### src/rtl/dcache_ctrl.sv
// dcache_ctrl
//   Direct-mapped, write-through, no-write-allocate data cache for the MEM stage.
//   A read hit returns data combinationally in the same cycle; a read miss fills
//   the whole line from main memory one word at a time; every store is written
//   through to main memory, and a store that hits also updates the cached word.
//
// Ports
//   clk, rst               clock, synchronous active-high reset
//   mem_read, mem_write    MEM-stage load / store request (store wins if both)
//   addr, write_data       byte address (word access, [1:0] ignored), store data
//   read_data              load data, valid while data_hit=1 and mem_read=1
//   data_hit               1 = access complete or no access; 0 = stall pipeline
//   mm_req, mm_we          main-memory request (held until mm_ready), 1 = write
//   mm_addr, mm_wdata      main-memory word address / write data
//   mm_rdata, mm_ready     main-memory read data / one-cycle completion strobe
module dcache_ctrl #(
  parameter int NUM_LINES      = 16,
  parameter int WORDS_PER_LINE = 4
) (
  input  logic        clk,
  input  logic        rst,
  input  logic        mem_read,
  input  logic        mem_write,
  input  logic [31:0] addr,
  input  logic [31:0] write_data,
  output logic [31:0] read_data,
  output logic        data_hit,
  output logic        mm_req,
  output logic        mm_we,
  output logic [31:0] mm_addr,
  output logic [31:0] mm_wdata,
  input  logic [31:0] mm_rdata,
  input  logic        mm_ready
);

  localparam int IW = $clog2(NUM_LINES);
  localparam int OW = $clog2(WORDS_PER_LINE);
  localparam int TW = 32 - IW - OW - 2;
  localparam logic [OW-1:0] LAST_WORD = OW'(WORDS_PER_LINE - 1);

  typedef enum logic [1:0] {IDLE, FILL, WRITE, WDONE} state_t;

  state_t state, state_nxt;

  logic [NUM_LINES-1:0] valid_q;
  logic [TW-1:0]        tag_q  [NUM_LINES];
  logic [31:0]          data_q [NUM_LINES][WORDS_PER_LINE];
  logic [OW-1:0]        word_cnt;

  // Access captured in IDLE; drives the fill/write-through while inputs are held.
  logic [31:2] lat_addr;
  logic [31:0] lat_wdata;

  logic [OW-1:0] in_off, lat_off;
  logic [IW-1:0] in_idx, lat_idx;
  logic [TW-1:0] in_tag, lat_tag;
  logic          in_hit, lat_hit;
  logic          unused_addr_lsbs;

  assign in_off  = addr[OW+1:2];
  assign in_idx  = addr[OW+IW+1:OW+2];
  assign in_tag  = addr[31:OW+IW+2];
  assign lat_off = lat_addr[OW+1:2];
  assign lat_idx = lat_addr[OW+IW+1:OW+2];
  assign lat_tag = lat_addr[31:OW+IW+2];

  assign unused_addr_lsbs = ^addr[1:0];

  assign in_hit  = valid_q[in_idx]  && (tag_q[in_idx]  == in_tag);
  assign lat_hit = valid_q[lat_idx] && (tag_q[lat_idx] == lat_tag);

  // Combinational array read: a hit costs no extra cycle.
  assign read_data = data_q[in_idx][in_off];

  always_comb begin
    state_nxt = state;
    data_hit  = 1'b1;
    mm_req    = 1'b0;
    mm_we     = 1'b0;
    mm_addr   = 32'h0;
    mm_wdata  = lat_wdata;
    case (state)
      IDLE: begin
        if (mem_write) begin
          data_hit  = 1'b0;
          state_nxt = WRITE;
        end else if (mem_read && !in_hit) begin
          data_hit  = 1'b0;
          state_nxt = FILL;
        end
      end
      FILL: begin
        data_hit = 1'b0;
        mm_req   = 1'b1;
        mm_addr  = {lat_tag, lat_idx, word_cnt, 2'b00};
        if (mm_ready && (word_cnt == LAST_WORD)) state_nxt = IDLE;
      end
      WRITE: begin
        data_hit = 1'b0;
        mm_req   = 1'b1;
        mm_we    = 1'b1;
        mm_addr  = {lat_addr, 2'b00};
        if (mm_ready) state_nxt = WDONE;
      end
      WDONE: begin
        // One-cycle completion so the requester advances past the store.
        state_nxt = IDLE;
      end
      default: state_nxt = IDLE;
    endcase
  end

  // Control state: FSM, line valid bits, fill word counter.
  always_ff @(posedge clk) begin
    if (rst) begin
      state    <= IDLE;
      valid_q  <= '0;
      word_cnt <= '0;
    end else begin
      state <= state_nxt;
      case (state)
        IDLE: begin
          // Invalidate on fill entry so a partially filled line never hits.
          if (!mem_write && mem_read && !in_hit) begin
            valid_q[in_idx] <= 1'b0;
            word_cnt        <= '0;
          end
        end
        FILL: begin
          if (mm_ready) begin
            word_cnt <= word_cnt + 1'b1;
            if (word_cnt == LAST_WORD) valid_q[lat_idx] <= 1'b1;
          end
        end
        default: ;
      endcase
    end
  end

  // Datapath state: latched access, tag and data arrays (not reset).
  always_ff @(posedge clk) begin
    case (state)
      IDLE: begin
        if (mem_read || mem_write) begin
          lat_addr  <= addr[31:2];
          lat_wdata <= write_data;
        end
      end
      FILL: begin
        if (mm_ready) begin
          data_q[lat_idx][word_cnt] <= mm_rdata;
          if (word_cnt == LAST_WORD) tag_q[lat_idx] <= lat_tag;
        end
      end
      WRITE: begin
        // No allocation on a store miss: only a resident line is updated.
        if (mm_ready && lat_hit) data_q[lat_idx][lat_off] <= lat_wdata;
      end
      default: ;
    endcase
  end

endmodule

### config.mk
export PLATFORM = sky130hd
export DESIGN_NAME = dcache_ctrl
export DESIGN_NICKNAME = d
export VERILOG_FILES = /design/src/rtl/dcache_ctrl.sv
export SDC_FILE = /design/constraint.sdc
export NUM_CORES = 2
export LEC_CHECK = 0
export CAP_MARGIN = 20
export CELL_PAD_IN_SITES_DETAIL_PLACEMENT = 1
export CELL_PAD_IN_SITES_GLOBAL_PLACEMENT = 1
export CORE_ASPECT_RATIO = 1.5
export CORE_MARGIN = 3
export CORE_UTILIZATION = 40
export CTS_CLUSTER_SIZE = 12
export DETAILED_ROUTE_END_ITERATION = 12
export PLACE_DENSITY = 0.59
export SYNTH_ARGS = -nofsm -noshare
export SYNTH_HDL_FRONTEND = slang
export SYNTH_SLANG_ARGS = --single-unit
### constraint.sdc
create_clock -name clk -period 14.33 [get_ports clk]
set_input_delay 2.866 -clock clk [delete_from_list [all_inputs] [get_ports clk]]
set_output_delay 2.866 -clock clk [all_outputs]
set_load 0.005 [all_outputs]
---- Word level (Yosys, flattened, before mapping) ----
Memory sizes are Yosys's and may differ from the RTL's. A register that Yosys moved wholly into a read port is not among the register bits.
Index checks and enable logic that the tools add are counted.
word-level totals
  memories kept ........................... 2
  memory bits (writable) .................. 2432
  logic and storage cells ................. 356
  input port bits ......................... 101
  register bits ........................... 82
cells by class
  bitwise logic cells ..................... 134
  $add $sub $neg .......................... 1
  mux-type cells .......................... 172
  magnitude comparators ................... 9
  equal/unequal tests ..................... 12
  reduce and logical (&&, ||, !) cells .... 21
memories
  name    depth  width  rd ports  clocked after memory_dff  wr ports  RTL line  text
  data_q  16     128    1         0                         1         47        logic [31:0] data_q [NUM_LINES][WORDS_PER_LINE];
  tag_q   16     24     2         1                         1         46        logic [TW-1:0] tag_q [NUM_LINES];
operator list
  operator                                                     number
  two-way mux 128 bit                                          2
  two-way mux 1 bit                                            144
  demux 32 bit (select 2 bit)                                  2
  two-way mux 32 bit                                           4
  OR 1 bit                                                     128
  binary-select mux 32 bit (select 2 bit)                      1
  one-hot mux 32 bit (2 select lines)                          1
  equality test 24 bit                                         2
  two-way mux 16 bit                                           3
  one-hot mux 16 bit (2 select lines)                          1
  bitwise AND 16 bit                                           1
  NOT 16 bit                                                   1
  OR 16 bit                                                    1
  two-way mux 2 bit                                            6
  logical AND 1 bit                                            11
  less-than comparator 4 x 5 -> 1 bit (second input constant)  2
  inequality test 2 bit (second input constant)                5
  >= comparator 3 bit (second input constant)                  3
  NOT 2 -> 3 bit                                               3
  binary-select mux 1 bit (select 4 bit)                       2
  demux 1 bit (select 4 bit)                                   2
  >= comparator 4 x 1 -> 1 bit (second input constant)         2
  one-hot mux 2 bit (4 select lines)                           1
  equality test 2 bit (second input constant)                  3
  15 further kinds                                             18

---- Logic depth before layout (Yosys ltp) ----
  word-level depth ........................ 8
  gate-level depth with buffers ........... 15
  depth with buffers taken out ............ 9

---- Worst setup path after synthesis ----
OpenSTA, ideal clock, no wires.
  path type ............................... input to output
  start ................................... in addr[5]
  end ..................................... out read_data[0]
  slack ................................... 5.328 ns
  path buffers ............................ 8
  stages on the path ...................... 11
  data arrival time ....................... 6.136 ns
  cell sequence ........................... buf_2 > buf_4 > buf_4 > buf_2 > buf_2 > clkbuf_1 > buf_1 > buf_1 > mux4_2 > mux4_2 > mux4_2
between the ends
  word-level cells in the longest chain between the ends .. 4
ends and longest elaborated chain
  item                                                   RTL line  text
  start: declaration                                     24        input logic [31:0] addr,
  memory read (16 x 128 bit)                             -
  binary-select mux 32 bit (select 2 bit)                73        assign read_data = data_q[in_idx][in_off];
  two-way mux 32 bit (not written as such) (2 in a row)  73
  end: declaration                                       26        output logic [31:0] read_data,
No other way between the ends. The select of a mux whose other input is x is not followed.

---- Worst setup path after layout ----
  start ................................... in addr[5]
  end ..................................... out data_hit
between the ends
  word-level cells in the longest chain between the ends .. 8
  elaborated cells on any way between the ends .. 10
  classes of those cells .................. eq/ne (1); mux (5); reduce/logical (3); memory (1)
ends and longest elaborated chain
  item                                                                                 RTL line  text
  memory read (16 x 24 bit) or binary-select mux 1 bit (select 4 bit) (tied branches)  -
  equality test 24 bit or two-way mux 1 bit (tied branches)                            69        assign in_hit = valid_q[in_idx] && (tag_q[in_idx] == in_tag);
  logical AND 1 bit (*)                                                                69
  logical NOT 1 bit (*)                                                                87        end else if (mem_read && !in_hit) begin
  logical AND 1 bit (*)                                                                87
  two-way mux 1 bit (*)                                                                87
  two-way mux 1 bit (*)                                                                84        if (mem_write) begin
  one-hot mux 1 bit (2 select lines) (*)                                               82        case (state)
  end: declaration                                                                     27        output logic data_hit,
Every way passes the cells marked *; elsewhere a longest branch is shown, timed or not. The select of a mux whose other input is x is not followed.

==> reports/qor.yml <==
outcome:
  status: "completed"
clocking:
  cts_hold_buf: 0
  cts_tree: "built"
  htreeDepth: 5
  ctsLongestPathBuffers: 4
  cts_resized: 0
  path_clk_slew_ns: 0.06
  cts_sinks: 2518
  clock-root-buffer: "clkbuf_16"
  post_cts_buffers: 0
  numCtsBuffers: 266
  insertion_delay_ns: 0.86
die:
  die-height_um: 623.4
  fp.coreArea_um2: 252800
  dieArea_um2: 260300
  io_pins: 200
  initial_core_util_pct: 40.21
  row_count: 226
  die_x_um: 417.6
timing:
  setup-violations-final: 0
  timing_hold_violations_final: 0
  relSlewSlack_pct: 25.35
  clock_skew_ns: 0.04997
  drv_slew: 0
  fin_crit_ns: 11.09
  rsz0062_at_grt: "false"
  fmax_ghz: 0.09016
  period_share_pct: 77.40
  finalSetupTns_ns: 0
  layout_setup_ws_ns: 3.239
  holdWs_ns: 0.5331
  tightest_slew_ns: 1.120
pwr:
  power_mw: 16.73
  ir_worst_vdd_mv: 0.1017
  netSwitchingPower_mw: 4.104
  seq_power_share_pct: 51.5
  power_leakage_nw: 35.47
  p_clk_share_pct: 37.6
  p_per_area_nw_per_um2: 144.2
  combinationalPowerShare_pct: 11.0
  power.internal_mw: 12.62
  p_sw_share_pct: 24.53
placement:
  numPortBuffers: 195
  placed_cell_area_um2: 108500
  gp_congestion: 0.8332
  post-place-ws_ns: 2.972
  dpl.hpwl_um: 175000
  placed_cells: 7768
cells_and_area:
  layout-drive-gt1-share_pct: 31.38
  finish.utilization_pct: 45.89
  final_cell_area_um2: 116000
  multi_input_comb_area_um2: 25830
  fin_cells: 8178
  area_delta_synth_final_pct: 14.13
  fin_nets: 4839
  final_cell_mix: "2,494 x edfxtp_1, 859 x mux4_2, 272 x clkbuf_16"
  seq_area_um2: 75380
  layout_commonest_cell: "edfxtp_1"
  num-fill-cells: 22680
global_route:
  antenna_found_initial: 18
  grt_pass1_wl_um: 426700
  grt.total_usage_pct: 23.45
  gr-total-overflow: 0
  grt_start_max_net_pins: 139
  grt_pass1_vias: 53720
drt:
  wl_per_cell_um: 37.37
  ant_nets: 0
  route.detailed.drc: 0
  drt_iter0_drc: 5632
  wirelength_um: 305600
  vias_per_cell: 6.102
  vias: 49900
  dr.pass1.iters: 7
setup_path:
  crit_required_ns: 11.46
  cp-end-kind: "output port"
  worstSetupPathType: "input port to output port"
  cp-start-kind: "input port"
  crit_arrival_ns: 8.22
  crit_chain: "buf_8 > buf_4 > mux4_2 > mux2i_1 > o22a_1 > nor2_1 > or4b_2 > nor4_1 > a31oi_1 > o21bai_1 > clkdlybuf4s50_1"
  critPathMaxStageDelay_ns: 0.70
  crit_path_max_fanout: 65
  crit_path_top_delay_cell: "nor4_1"
logic_synthesis:
  netlist_area_um2: 101600
  yosysSeqAreaShare_pct: 74.15
  yosysTopAreaCellShare_pct: 73.68
  synthTopCellsByArea: "edfxtp_1 74%, mux4_2 19%, mux2_2 1.3%, mux2i_1 0.87%, clkbuf_1 0.50%"
  synth-edff-count: 2494
  syn_avg_cell_area_um2: 23.10
  yosys_warnings: 0
  synth_ff_type: "edfxtp_1"
  synth_largest_area_cell: "edfxtp_1"
  synthCells: 4400
  async_flop_share_pct: 0
  ys_seq_elements: 2518
  ys_types: 66
hold_path:
  hold_path_class: "flip-flop to flip-flop"
flow_run:
  drv_cap: 0
synth_stat cells (all sizes together) (4+ instances only):
| library cell | count |
|---|---|
| nor2b | 29 |
| o22ai | 5 |
| nand4 | 7 |
| o21ai | 15 |
| a311oi | 10 |
| a221oi | 15 |
| a32o | 4 |
| a22oi | 15 |
| nor4 | 10 |
| a22o | 5 |
| nand2b | 6 |
| ha | 8 |
| xor2 | 27 |
| o31ai | 6 |
| a41o | 4 |
| mux2 | 133 |
| dfxtp | 24 |
| a211oi | 18 |
| or4 | 4 |
| buf | 127 |
| xnor2 | 22 |
| o32ai | 5 |
| edfxtp | 2494 |
| a21oi | 90 |
| nor3 | 15 |
| nor2 | 45 |
| and2 | 32 |
| nand3 | 16 |
| clkbuf | 135 |
| mux4 | 859 |
| mux2i | 88 |
| inv | 34 |
| a31oi | 7 |
| a21o | 4 |
| nand2 | 45 |
power by group through the flow:
| stage | sequential, mW | clock (mW) | combinational (mW) |
|---|---|---|---|
| final | 8.61 | 6.29 | 1.83 |
| after global routing | 8.63 | 6.71 | 1.95 |
| after CTS | 8.62 | 6.43 | 1.87 |
| after detailed placement | 8.77 | 0 | 1.86 |
| after global placement | 8.76 | 0 | 1.84 |
| after floorplan | 8.56 | 0 | 1.18 |
sequential cells by signal (all words and copies together), names as in the netlist, named ones only:
signal and flops:
data_q 2048, valid_q 16, tag_q 384, lat_addr 30
mm_wdata 32, state 2, word_cnt 2
worst max-delay path: cells and delay by family:
| kind | cells | cell delay, ns |
|---|---|---|
| buf+inv | 3 | 1.74 |
| mux | 2 | 1.09 |
| compound gates | 3 | 0.97 |
| simple gates | 3 | 1.44 |
cell families (layout without fill, tap and decap cells):
family	Yosys count	in the layout	share of synthesized area (%)
fa+ha+maj	8	8	0.09848
buf+inv	297	759	1.278
flops	2518	2518	74.15
mux	1080	1080	21.42
simple gates	220	220	1.135
xor+xnor	49	49	0.4222
other cells	1	11	0.003689
compound gates	227	227	1.494
routing by layer:
| layer | GRT usage (%) | vias to the layer above | wire, µm |
|---|---|---|---|
| li1 | - | 19620 | - |
| met1 | 28.48 | 27810 | 111800 |
| met3 | 3.319 | 576 | 17370 |
| met4 | 8.588 | 12 | 12370 |
| met2 | 42.42 | 1882 | 164100 |
| met5 | 0 | - | 78 |
path summary, 6_finish.rpt:
kind         depth (start not counted)                 endpoint  slack [ns]               startpoint
min                                  2  valid_q[6]$_SDFFE_PP0P_        0.53  valid_q[6]$_SDFFE_PP0P_
min reg2reg                          2  valid_q[6]$_SDFFE_PP0P_        0.53  valid_q[6]$_SDFFE_PP0P_
max                                 11                 data_hit        3.24                  addr[5]
max reg2reg                         12  data_q[2][34]$_DFFE_PP_        6.45                flip-flop
layout make-up:
class	count	share of cell area, %
flip-flops and latches	2518	64.98
clock buffers	339	6.084
well taps	3306	3.566
repair buffers	323	2.569
multi-input cells	1586	22.27
diodes	9	0.01941
inverters	35	0.1219
clock inverters	62	0.3883
Note: power is estimated with default switching activity, not from simulation.
